$ cat config.mk
export PLATFORM = sky130hd
export DESIGN_NAME = ifetch_ctrl
export DESIGN_NICKNAME = d
export VERILOG_FILES = /design/src/rtl/cpu_pkg.sv /design/src/rtl/fetch_fifo.sv /design/src/rtl/ifetch_ctrl.sv
export SDC_FILE = /design/constraint.sdc
export NUM_CORES = 1
export LEC_CHECK = 0
export CELL_PAD_IN_SITES_DETAIL_PLACEMENT = 1
export CELL_PAD_IN_SITES_GLOBAL_PLACEMENT = 2
export CORE_MARGIN = 5
export CORE_UTILIZATION = 40
export CTS_BUF_LIST = sky130_fd_sc_hd__clkbuf_8
export CTS_CLUSTER_DIAMETER = 120
export CTS_CLUSTER_SIZE = 12
export DETAILED_ROUTE_END_ITERATION = 12
export PLACE_DENSITY_LB_ADDON = 0.1
export SLEW_MARGIN = 30
export SYNTH_ARGS = -nofsm -noshare
export SYNTH_HDL_FRONTEND = slang
export SYNTH_HIERARCHICAL = 1
export SYNTH_SLANG_ARGS = --single-unit
$ cat constraint.sdc
create_clock -name clk -period 53.6 [get_ports clk]
set_input_delay 16.08 -clock clk [delete_from_list [all_inputs] [get_ports clk]]
set_output_delay 16.08 -clock clk [all_outputs]
set_load 0.03 [all_outputs]
$ cat src/rtl/cpu_pkg.sv
`default_nettype none
// +----------------------------------------------------------------------+
// | Module      : cpu_pkg                                                |
// | Description : Shared fetch constants, exception codes, queue entry.  |
// | Revision    : 1.0 - initial release                                  |
// +----------------------------------------------------------------------+
package cpu_pkg;

    localparam logic [31:0] NOP_INSTR            = 32'h00000013;
    localparam logic [3:0]  EXC_INSTR_MISALIGNED = 4'd0;
    localparam logic [3:0]  EXC_INSTR_ACCESS     = 4'd1;

    typedef struct packed {
        logic [63:0] pc;
        logic [31:0] instr;
        logic        exc_en;
        logic [3:0]  exc_code;
        logic [63:0] exc_val;
    } fetch_entry_t;

endpackage
`default_nettype wire

$ cat src/rtl/fetch_fifo.sv
`default_nettype none
// +----------------------------------------------------------------------+
// | Module      : fetch_fifo                                             |
// | Description : DEPTH-entry circular queue of fetch entries with flush.|
// | Revision    : 1.0 - initial release                                  |
// +----------------------------------------------------------------------+
module fetch_fifo
    import cpu_pkg::*;
#(
    parameter int DEPTH = 2
) (
    input  logic                           clk,
    input  logic                           rst,
    input  logic                           flush,
    input  logic                           push,
    input  fetch_entry_t                   push_data,
    input  logic                           pop,
    output fetch_entry_t                   head,
    output logic                           empty,
    output logic                           full,
    output logic [$clog2(DEPTH+1)-1:0]     count
);

    localparam int c_cw = $clog2(DEPTH + 1);
    localparam int c_pw = (DEPTH > 1) ? $clog2(DEPTH) : 1;

    fetch_entry_t       r_mem [DEPTH];
    logic [c_pw-1:0]    r_wr_ptr;
    logic [c_pw-1:0]    r_rd_ptr;
    logic [c_cw-1:0]    r_count;
    logic               w_push;
    logic               w_pop;

    function automatic logic [c_pw-1:0] ptr_inc(input logic [c_pw-1:0] p);
        return (p == c_pw'(DEPTH - 1)) ? '0 : p + c_pw'(1);
    endfunction

    assign w_pop  = pop && (r_count != '0);
    assign w_push = push && (!full || w_pop);

    always_ff @(posedge clk) begin
        if (rst || flush) begin
            r_wr_ptr <= '0;
            r_rd_ptr <= '0;
            r_count  <= '0;
        end else begin
            if (w_push) begin
                r_mem[r_wr_ptr] <= push_data;
                r_wr_ptr        <= ptr_inc(r_wr_ptr);
            end
            if (w_pop) begin
                r_rd_ptr <= ptr_inc(r_rd_ptr);
            end
            case ({w_push, w_pop})
                2'b10:   r_count <= r_count + c_cw'(1);
                2'b01:   r_count <= r_count - c_cw'(1);
                default: r_count <= r_count;
            endcase
        end
    end

    assign head  = r_mem[r_rd_ptr];
    assign empty = (r_count == '0);
    assign full  = (r_count == c_cw'(DEPTH));
    assign count = r_count;

endmodule
`default_nettype wire

$ cat src/rtl/ifetch_ctrl.sv
`default_nettype none
// +----------------------------------------------------------------------+
// | Module      : ifetch_ctrl                                            |
// | Description : Fetch PC sequencing, fault screening, redirect flush.  |
// | Revision    : 1.0 - initial release                                  |
// +----------------------------------------------------------------------+
module ifetch_ctrl
    import cpu_pkg::*;
#(
    parameter logic [63:0] RESET_PC  = 64'h0,
    parameter int          MEM_WORDS = 2048,
    parameter int          DEPTH     = 2
) (
    input  logic        clk,
    input  logic        rst,
    input  logic        redirect_en,
    input  logic [63:0] redirect_pc,
    output logic        mem_req,
    output logic [63:0] mem_addr,
    input  logic [31:0] mem_rdata,
    output logic        if_valid,
    input  logic        if_ready,
    output logic [63:0] if_pc,
    output logic [31:0] if_instr,
    output logic        if_exc_en,
    output logic [3:0]  if_exc_code,
    output logic [63:0] if_exc_val
);

    localparam int          c_cw        = $clog2(DEPTH + 1);
    localparam logic [0:0]  c_st_run    = 1'b0;
    localparam logic [0:0]  c_st_fault  = 1'b1;
    localparam logic [61:0] c_mem_words = 62'(MEM_WORDS);
    localparam logic [c_cw:0] c_depth   = (c_cw + 1)'(DEPTH);

    logic [0:0]      r_state;
    logic [0:0]      w_state_next;
    logic [63:0]     r_pc;
    logic            r_inf_valid;
    logic            r_inf_fault;
    logic [3:0]      r_inf_code;
    logic [63:0]     r_inf_pc;

    logic            w_pop;
    logic            w_push;
    logic            w_issue;
    logic            w_misaligned;
    logic            w_oob;
    logic            w_fault;
    logic [c_cw:0]   w_used;
    logic [c_cw-1:0] w_count;
    logic            w_empty;
    logic            w_full;
    fetch_entry_t    w_head;
    fetch_entry_t    w_push_entry;

    assign w_misaligned = (r_pc[1:0] != 2'b00);
    assign w_oob        = (r_pc[63:2] >= c_mem_words);
    assign w_fault      = w_misaligned || w_oob;
    assign w_pop        = if_valid && if_ready;

    always_ff @(posedge clk) begin
        if (rst) begin
            r_state <= c_st_run;
        end else begin
            r_state <= w_state_next;
        end
    end

    always_comb begin
        w_state_next = r_state;
        if (redirect_en) begin
            w_state_next = c_st_run;
        end else if (w_issue && w_fault) begin
            w_state_next = c_st_fault;
        end
    end

    // Credit counts queued plus in-flight entries, freeing the slot a pop releases this cycle
    always_comb begin
        w_used   = {1'b0, w_count} + {{c_cw{1'b0}}, r_inf_valid} - {{c_cw{1'b0}}, w_pop};
        w_issue  = !rst && (r_state == c_st_run) && !redirect_en && (w_used < c_depth);
        mem_req  = 1'b0;
        mem_addr = 64'd0;
        if (w_issue && !w_fault) begin
            mem_req  = 1'b1;
            mem_addr = r_pc;
        end
    end

    always_ff @(posedge clk) begin
        if (rst) begin
            r_pc        <= RESET_PC;
            r_inf_valid <= 1'b0;
            r_inf_fault <= 1'b0;
            r_inf_code  <= 4'd0;
            r_inf_pc    <= 64'd0;
        end else if (redirect_en) begin
            r_pc        <= redirect_pc;
            r_inf_valid <= 1'b0;
            r_inf_fault <= 1'b0;
            r_inf_code  <= 4'd0;
        end else begin
            r_inf_valid <= w_issue;
            r_inf_fault <= w_fault;
            r_inf_code  <= w_misaligned ? EXC_INSTR_MISALIGNED : EXC_INSTR_ACCESS;
            r_inf_pc    <= r_pc;
            if (w_issue && !w_fault) begin
                r_pc <= r_pc + 64'd4;
            end
        end
    end

    // Fault slots never touched memory, so their payload is synthesised here
    always_comb begin
        w_push_entry.pc       = r_inf_pc;
        w_push_entry.instr    = r_inf_fault ? NOP_INSTR : mem_rdata;
        w_push_entry.exc_en   = r_inf_fault;
        w_push_entry.exc_code = r_inf_fault ? r_inf_code : 4'd0;
        w_push_entry.exc_val  = r_inf_fault ? r_inf_pc : 64'd0;
    end

    assign w_push = r_inf_valid && !redirect_en && (!w_full || w_pop);

    fetch_fifo #(
        .DEPTH (DEPTH)
    ) u_fifo (
        .clk       (clk),
        .rst       (rst),
        .flush     (redirect_en),
        .push      (w_push),
        .push_data (w_push_entry),
        .pop       (w_pop),
        .head      (w_head),
        .empty     (w_empty),
        .full      (w_full),
        .count     (w_count)
    );

    assign if_valid = !w_empty;

    always_comb begin
        if_pc       = 64'd0;
        if_instr    = NOP_INSTR;
        if_exc_en   = 1'b0;
        if_exc_code = 4'd0;
        if_exc_val  = 64'd0;
        if (if_valid) begin
            if_pc       = w_head.pc;
            if_instr    = w_head.instr;
            if_exc_en   = w_head.exc_en;
            if_exc_code = w_head.exc_code;
            if_exc_val  = w_head.exc_val;
        end
    end

endmodule
`default_nettype wire

# Word level (Yosys, flattened, before mapping)
# Memory sizes are Yosys's and may differ from the RTL's. A register that Yosys moved wholly into a read port is not among the register bits.
# Index checks and enable logic that the tools add are counted.
# W data, S select, Z words.
[word_totals] in_bits=100 mem_count=1 reg_bits=139 ram_bits=330 out_inout_bits=231 word_cells=69
[mem_list] memory="u_fifo.r_mem" depth=2 width=165 read_ports=1 rd_clocked_by_memory_dff=1 wr=1 line_no="fetch_fifo.sv:27" source="fetch_entry_t r_mem [DEPTH];"
[classes] n_lt_le_gt_ge=2 muxes=21 n_reduce_logical=25 bitwise=1 n_addsub=7 n_eq_ne=3
[ops] op="$mux W64" count=6
[ops] op="$add A64 B3 Y64 const B" count=1
[ops] op="$mux W32" count=2
[ops] op="$ge A62 B12 Y1 const B" count=1
[ops] op="$logic_and A1 B1 Y1" count=10
[ops] op="$mux W1" count=10
[ops] op="$mux W4" count=2
[ops] op="$reduce_bool A2 Y1" count=4
[ops] op="$logic_not A1 Y1" count=5
[ops] op="$eq A2 B2 Y1 const B" count=2
[ops] op="$logic_or A1 B1 Y1" count=4
[ops] op="$pmux W2 S2" count=1
[ops] op="$add A2 B1 Y3" count=1
[ops] op="$lt A3 B2 Y1 const B" count=1
[ops] op="$sub A3 B1 Y3" count=1
[ops] op="$add A1 B1 Y1 const B" count=2
[ops] op="$add A2 B1 Y2 const B" count=1
[ops] op="$eq A2 B1 Y1 const B" count=1
[ops] op="$logic_not A2 Y1" count=1
[ops] op="$reduce_or A2 Y1" count=1
[ops] op="$sub A2 B1 Y2 const B" count=1
[ops] op="$not A1 Y1" count=1

# Depth between registers and ports, before layout
[logic_depth] depth_word=9 ltp_mapped=12 ltp_nobuf=11

# Hierarchy
# The synthesis kept the hierarchy.
[modules_own_cells] mod="fetch_fifo" cells_per_inst=539 area_each_um2=12134.1 instances=1 seq_area_each_um2=10009.6
[modules_own_cells] mod="ifetch_ctrl" cells_per_inst=925 area_each_um2=6970.4 instances=1 seq_area_each_um2=2642.5

# Least setup slack after synthesis
# Ideal clock, no wire load.
[synth_path] kind="input to register" startpoint="input redirect_en" endpoint="memory u_fifo/r_mem[1][0] (netlist name) (enable)" slack_ns=18.596 required_ns=52.452 stages=7 setup_ns=1.148 n_path_buf=3 t_arrival_ns=33.856 path_cell_list="buf_6 > inv_1 > clkbuf_1 > clkbuf_1 > o211a_1 > o21ai_2 > nor4b_1"
[synth_between] elab_chain_cells=7 elab_cells_between_ends=8 classes_between="mux (3); reduce/logical (5)"
[synth_rtl] element="start: declaration" line_no="ifetch_ctrl.sv:16" source="input logic redirect_en,"
[synth_rtl] element="$logic_not A1 Y1" line_no="ifetch_ctrl.sv:123" source="assign w_push = r_inf_valid && !redirect_en && (!w_full || w_pop);"
[synth_rtl] element="$logic_and A1 B1 Y1 (2 in series)" line_no="ifetch_ctrl.sv:123"
[synth_rtl] element="named net w_push" line_no="ifetch_ctrl.sv:45" source="logic w_push;"
[synth_rtl] element="$logic_and A1 B1 Y1" line_no="fetch_fifo.sv:39" source="assign w_push = push && (!full || w_pop);"
[synth_rtl] element="$mux W1" line_no="fetch_fifo.sv:47" source="if (w_push) begin"
[synth_rtl] element="$mux W1" line_no="fetch_fifo.sv:42" source="if (rst || flush) begin"
[synth_rtl] element="$mux W1 (implied by the code)" line_no="fetch_fifo.sv:48" source="r_mem[r_wr_ptr] <= push_data;"
[synth_rtl] element="end: declaration" line_no="fetch_fifo.sv:27"
# The timed path passes the listed nets, and every way through them passes these cells.

# Worst setup path in the final report
[layout_path] startpoint="input if_ready" endpoint="output mem_addr[6]"
[layout_between] elab_chain_cells=6
[layout_rtl] element="start: declaration" line_no="ifetch_ctrl.sv:22" source="input logic if_ready,"
[layout_rtl] element="$logic_and A1 B1 Y1" line_no="ifetch_ctrl.sv:60" source="assign w_pop = if_valid && if_ready;"
[layout_rtl] element="named net w_pop" line_no="ifetch_ctrl.sv:44" source="logic w_pop;"
[layout_rtl] element="$sub A3 B1 Y3" line_no="ifetch_ctrl.sv:81" source="w_used = {1'b0, w_count} + {{c_cw{1'b0}}, r_inf_valid} - {{c_cw{1'b0}}, w_pop};"
[layout_rtl] element="$lt A3 B2 Y1" line_no="ifetch_ctrl.sv:82" source="w_issue = !rst && (r_state == c_st_run) && !redirect_en && (w_used < c_depth);"
[layout_rtl] element="$logic_and A1 B1 Y1" line_no="ifetch_ctrl.sv:82"
[layout_rtl] element="$logic_and A1 B1 Y1" line_no="ifetch_ctrl.sv:85" source="if (w_issue && !w_fault) begin"
[layout_rtl] element="$mux W64" line_no="ifetch_ctrl.sv:85"
[layout_rtl] element="end: declaration" line_no="ifetch_ctrl.sv:19" source="output logic [63:0] mem_addr,"
# The timed path passes the listed nets, and every way through them passes these cells.

==> metrics <==
status complete, no violations; GRT Overall Usage 0.1806; CP required 37.52 ns; Sequential Power Share 0.625; hold buffers post-CTS 0; clk buf depth 3; sw frac 0.2339; Final #Nets approximately 1800; Layout area overhead 20.78%; Die Span Y roughly 230 um; Worst setup EP type output pin; clk slew on worst S/H paths 0.08 ns; CTS resizes 0; setup TNS 0 ns; clock power share 0.311; Max Clock Freq ~28 MHz; total number of vias 11604; Top FF cell, synth edfxtp_1; Initial Util 0.4027; Rows 80; maximum VDD drop 0.00001441 V; Internal 0.4835 mW; Final min period 36.11 ns; R2R Setup Slk 49.71 ns; chip width 228.5 um; measured slew at the worst slew-check pin 0.9231 ns; Routed WL per cell between 20 and 25 um; I/O pin count 331; Worst slew margin 0.3846; Residual DRC 0; Post-Synthesis Cells between 1000 and 1500; Synth async-reset ratio 0; Max-cap violations 0; hold endpoint r_inf_code[0]; yosys warns 6; largest net degree at the start of global routing 77; Root Driver clkbuf_8; hold path depth 1; vias per cell 4.886; Yosys cell types 48; initial antenna violation count 3; DP Wirelength roughly 31000 um; GP Congestion 0.7328; Routed Antenna Nets 0; PD cells 27.35 mW/mm^2; fin. max-slew vios 0; Critical R2R Capture r_pc[10]; Post-Layout Cell Count 2375; part of the cycle the worst path needs 0.6736; combinational power share 0.064; unrepaired setup endpoints after global routing false; Detailed Route Iter0 Violations approximately 560; Post-synth EDFFs 330; core area roughly 0.047 mm^2; share of cells above drive strength 1 0.1411; Min-Delay Path Class flip-flop to flip-flop; Port Buffers 277; GRT overflow 0; Avg Synthesized Cell Area 13.05 um^2; first-pass GRT wire length around 74000 um; setup repair bufs after CTS 0; most common cell after layout, fill and taps aside edfxtp_1; post-synthesis cell area about 0.019 mm^2; CTS Buf Count 44; reported net switching power approximately 0.15 mW; First-pass DRT Iterations 4; clk sink count 467; CP Launch Type input pin; placed cell count 2292; Lkg Pwr roughly 7.7 nW; Fin. Hold Viols 0; synthesized flop and latch total 467; worst r2r path cells 11; sequential element share of the synthesized area 0.6623; hold_sp r_pc[1]; Critical Path AT between 20 and 25 ns; htree depth 2; reg2reg start u_fifo/count[1]; Final setup viols 0; Worst Skew ~0.021 ns; Routed Wire Length 48480 um; later-pin clock latency in the skew report 0.61 ns; critical path class input pin to output pin; die area 0.05223 mm^2; commonest non-fill, non-tap cells in the layout 330 x edfxtp_1, 275 x clkdlybuf4s50_1, 199 x nor2b_1; vias in the first global route 12419; CTS tree done; CP Max Fanout 26
## kinds of logic after synthesis
kind of cell             share of synthesized area
flip-flops                                  0.6623
AO/OA/AOI/OAI                              0.03923
XOR/XNOR                                  0.001834
buffers and inverters                      0.04381
multiplexers                                0.1004
adder cells (fa/ha/maj)                   0.003668
other                                    0.0001963
AND/OR/NAND/NOR                             0.1486
## cell usage after synthesis (all sizes together), types with 13 or more instances
cell / count / area [um^2]
a21oi: 115 / 575.6
dfxtp: 137 / 2743
mux2: 165 / 1858
nand2: 172 / 645.6
nor2: 21 / 78.83
inv: 13 / 48.79
nor4: 14 / 112.6
nor2b: 199 / 1245
edfxtp: 330 / 9910
buf: 81 / 574.3
and2: 73 / 456.7
clkbuf: 57 / 214.0
## worst max-delay path by stage
stage	start	endpoint	cells after the start
finish	if_ready	mem_addr[6]	11
global placement	if_ready	mem_addr[8]	11
floorplan	redirect_en	u_fifo/r_mem[1][0]	7
global route	if_ready	mem_addr[6]	11
CTS	if_ready	mem_addr[11]	11
detailed placement	if_ready	mem_addr[11]	11
## state kept, by name (all words and copies together) (netlist names), 2 cells and up, named ones only
name          flops
u_fifo/count      2
u_fifo/r_mem    330
r_pc             64
r_inf_pc         64
## power by group through the flow
| stage | combinational [mW] | clock [mW] | sequential (mW) |
|---|---|---|---|
| final | 0.0406 | 0.196 | 0.394 |
| after global routing | 0.0439 | 0.223 | 0.395 |
| after CTS | 0.0412 | 0.206 | 0.395 |
| after detailed placement | 0.0411 | 0 | 0.403 |
| after global placement | 0.0400 | 0 | 0.403 |
| after floorplan | 0.0266 | 0 | 0.401 |
## layer usage
metal / vias up / share of wire / global-route usage
li1: 5518 / - / -
met1: 5806 / 0.44 / 0.2382
met2: 220 / 0.50 / 0.3083
met3: 58 / 0.042 / 0.03292
met4: 2 / 0.018 / 0.04935
met5: - / 0.00014 / 0
## final cells by class
type,instances,area [um^2]
flip-flops and latches,467,12660
clock buffers,45,619.3
clock inverters,35,131.4
repair buffers,294,2987
well taps,615,769.5
inverters,13,48.80
fillers,4916,24370
diodes,2,5.005
multi-input cells,904,5854
## worst max-delay path: stages
cell and delay (ns):
clkdlybuf4s50_1 0.45, nor2b_1 0.33, ha_1 0.30, nor2b_1 0.14
fa_1 0.44, nor4_2 0.27, nand4b_1 0.14, or4_4 0.57
inv_2 0.42, and2_1 0.20, clkdlybuf4s50_1 0.68
## metrics by stage
stage | power (mW) | util | hold slack, ns | setup slack, ns | cell area, um^2
final | 0.6312 | 0.4863 | 0.4590 | 17.49 | 23070
after global routing | 0.6619 | 0.4863 | 0.4871 | 17.26 | 23070
after CTS | 0.6422 | 0.4856 | 0.4580 | 17.43 | 23040
after detailed placement | 0.4439 | 0.4698 | 0.4449 | 17.44 | 22290
after global placement | 0.4426 | 0.4679 | 0.4423 | 17.55 | 22200
after floorplan | 0.4275 | - | 0.4216 | 18.60 | 19320
Note: power is estimated with default switching activity, not from simulation.
==> edit: new RTL, config.mk and constraints unchanged <==
Make the reset (`rst`) asynchronous in 2 clocked blocks.
--- a/src/rtl/ifetch_ctrl.sv
+++ b/src/rtl/ifetch_ctrl.sv
@@ -61,3 +61,3 @@
 
-    always_ff @(posedge clk) begin
+    always_ff @(posedge clk or posedge rst) begin
         if (rst) begin
@@ -90,3 +90,3 @@
 
-    always_ff @(posedge clk) begin
+    always_ff @(posedge clk or posedge rst) begin
         if (rst) begin
Formal check against the unedited RTL: same outputs for any inputs over 4 cycles, from zero or initial values and one cycle with rst high; that may be too few to reach the edited logic, so the function may still have changed.
==> edit against the original RTL <==
- setup slack gained 430 ps
- synthesized cell count shrank 1.4%
- area after synthesis up 3.0%
- clock skew is 15 ps higher
- cell area is 3.0% higher
- first-iteration DRC count shrank 12%
- count of clock-buffer cells in the layout grew 1
- power is 4.3% higher
- cell count is 1.8% higher
- sequential cell count stayed put
- wire length shrank 5.2%
- largest cell class unchanged
- largest power group unchanged
==> edit: results (changes against the original RTL) <==
Layout
  – Share of cells above drive strength 1: 0.140 (was 0.141)
  – Final layout net count: 1820 (was 1829)
  – Largest regs: u_fifo/r_mem x330, r_inf_pc x64, r_pc x64 (unchanged)

Pwr
  – P_leak: 8.78 nW (was 7.66 nW)
  – VDD IR max: 0.0186 mV (was 0.0144 mV)

Synthesis
  – Synth cell count leaders: edfxtp_1 (330), nand2_1 (225), nor2b_1 (199) (was edfxtp_1 (330), nor2b_1 (199), nand2_1 (172))
  – EDFF count, synth: 330 (unchanged)
  – Cell variety after synth: 46 (was 48)
  – Post-synthesis sequential area ratio: 0.676 (was 0.662)
  – Yosys Warn Count: 6 (unchanged)
  – Synth async-reset ratio: 0.283 (was 0)
  – Main area contributors after synthesis: edfxtp_1 (50%), dfrtp_1 (17%), mux2_2 (9.6%), nor2b_1 (6.3%), nand2_1 (4.3%) (was edfxtp_1 (52%), dfxtp_1 (14%), mux2_2 (9.7%), nor2b_1 (6.5%), nand2_1 (3.4%))

Route
  – Number of vias per cell: 4.71 (was 4.89)
  – DRT iter0 DRCs: 492 (was 561)
  – Detailed Route WL: 46000 um (was 48500 um)
  – Detailed Routing Iterations Pass 1: 5 (was 4)

Status
  – Status: finished, final reports clean (unchanged)

Critical path
  – FF-to-FF path depth: 8 (was 11)
  – R2r startpoint: u_fifo/count[1]$_SDFFE_PP0P_ (unchanged)
  – Critical path origin: if_ready (unchanged)
  – Reg-to-Reg End: u_fifo/r_mem[0][124]$_DFFE_PP_ (was r_pc[10]$_SDFFE_PP0P_)
  – CP max FO: 30 (was 26)
  – R2R Setup Slk: 50350 ps (was 49710 ps)
  – Critical Path AT: 19600 ps (was 20030 ps)
  – Worst setup path endpoint: mem_addr[2] (was mem_addr[6])

CTS
  – Clock Latency Late Sink: 630 ps (was 610 ps)
  – Clock transition at path regs: 80 ps (about the same)
  – Setup Buffers After CTS: 0 (unchanged)
  – CTS root buffer: clkbuf_8 (unchanged)
  – Resize count post-CTS: 0 (unchanged)
  – CTS Buf Count: 44 (unchanged)
  – Largest buffer count on any clock path: 3 (unchanged)
  – CTS H-Tree Depth: 2 (unchanged)

Global routing
  – Vias in the first global route: 12200 (was 12400)
  – Initial antenna violation count: 4 (was 3)
  – First-pass GRT wire length: 70900 um (was 74400 um)
  – Global router's overall resource usage: 0.167 (was 0.181)
  – Largest net degree at the start of global routing: 144 (was 77)

Min path
  – HP Class: register to register (unchanged)
  – Hold path cells: 1 (unchanged)
  – Hold path start: r_pc[0]$_DFFE_PP0P_ (was r_pc[1]$_SDFFE_PP0P_)
  – Worst Hold End: r_inf_code[0]$_DFF_PP0_ (was r_inf_code[0]$_SDFF_PP0_)

Placement
  – Placer congestion estimate: 0.730 (was 0.733)
  – Post-DP Area: 23000 um^2 (was 22300 um^2)
  – Count of input and output buffers: 277 (unchanged)
  – Post-DP HPWL: 28800 um (was 31400 um)

Timing
  – Skew final: 36.1 ps (was 20.7 ps)
  – Least-Margin Pin Slew: 1050 ps (was 923 ps)
[edit: logic make-up after synthesis]
logic type               count (synthesis)  share of synthesized area
AO/OA/AOI/OAI                           33                     0.0119
flip-flops                             467                      0.676
multiplexers                           171                     0.0976
buffers and inverters                  139                     0.0400
adder cells (fa/ha/maj)                  5                    0.00356
AND/OR/NAND/NOR                        624                      0.169
other                                    1                   0.000190
XOR/XNOR                                 4                    0.00178
[edit: report_power, final]
part           switching (W)  internal (W)  total (W)
logic              0.0000288     0.0000197  0.0000485
registers          0.0000102      0.000401   0.000411
clock network       0.000118     0.0000801   0.000199
[edit: layout make-up]
cell class / instances / area (um^2)
flip-flops and latches: 467 / 13300
multi-input cells: 896 / 5830
clock inverters: 36 / 140
repair buffers: 292 / 2960
diodes: 2 / 5.00
well taps: 664 / 831
fillers: 5047 / 25100
clock buffers: 46 / 633
inverters: 14 / 57.6
[edit: through the flow]
step | hold slack, ps | worst slack, ps | total power [W] | util | std cells
after floorplan | 426 | 18820 | 0.000449 | - | 1502
after global placement | 456 | 17920 | 0.000467 | 0.469 | 2331
after detailed placement | 463 | 17870 | 0.000469 | 0.471 | 2333
after CTS | 475 | 17850 | 0.000671 | 0.486 | 2415
after global routing | 485 | 17720 | 0.000693 | 0.487 | 2416
final | 471 | 17920 | 0.000658 | 0.487 | 2417
[edit: worst max-delay path: stages]
cell             delay (ps)
clkdlybuf4s50_1         480
nor2b_1                 310
ha_1                    290
nor2b_1                 150
fa_1                    440
nor4_2                  240
nand4_1                 190
nor4_4                  170
buf_4                   330
and2_1                  200
clkdlybuf4s50_1         700
[edit: routing by layer]
metal  wire length, um  vias to the layer above  global-route usage
met5                24                        -                   0
met4               731                        4              0.0395
met3              2240                       56              0.0339
met2             21900                      230               0.277
met1             21000                     5698               0.229
li1                  -                     5386                   -
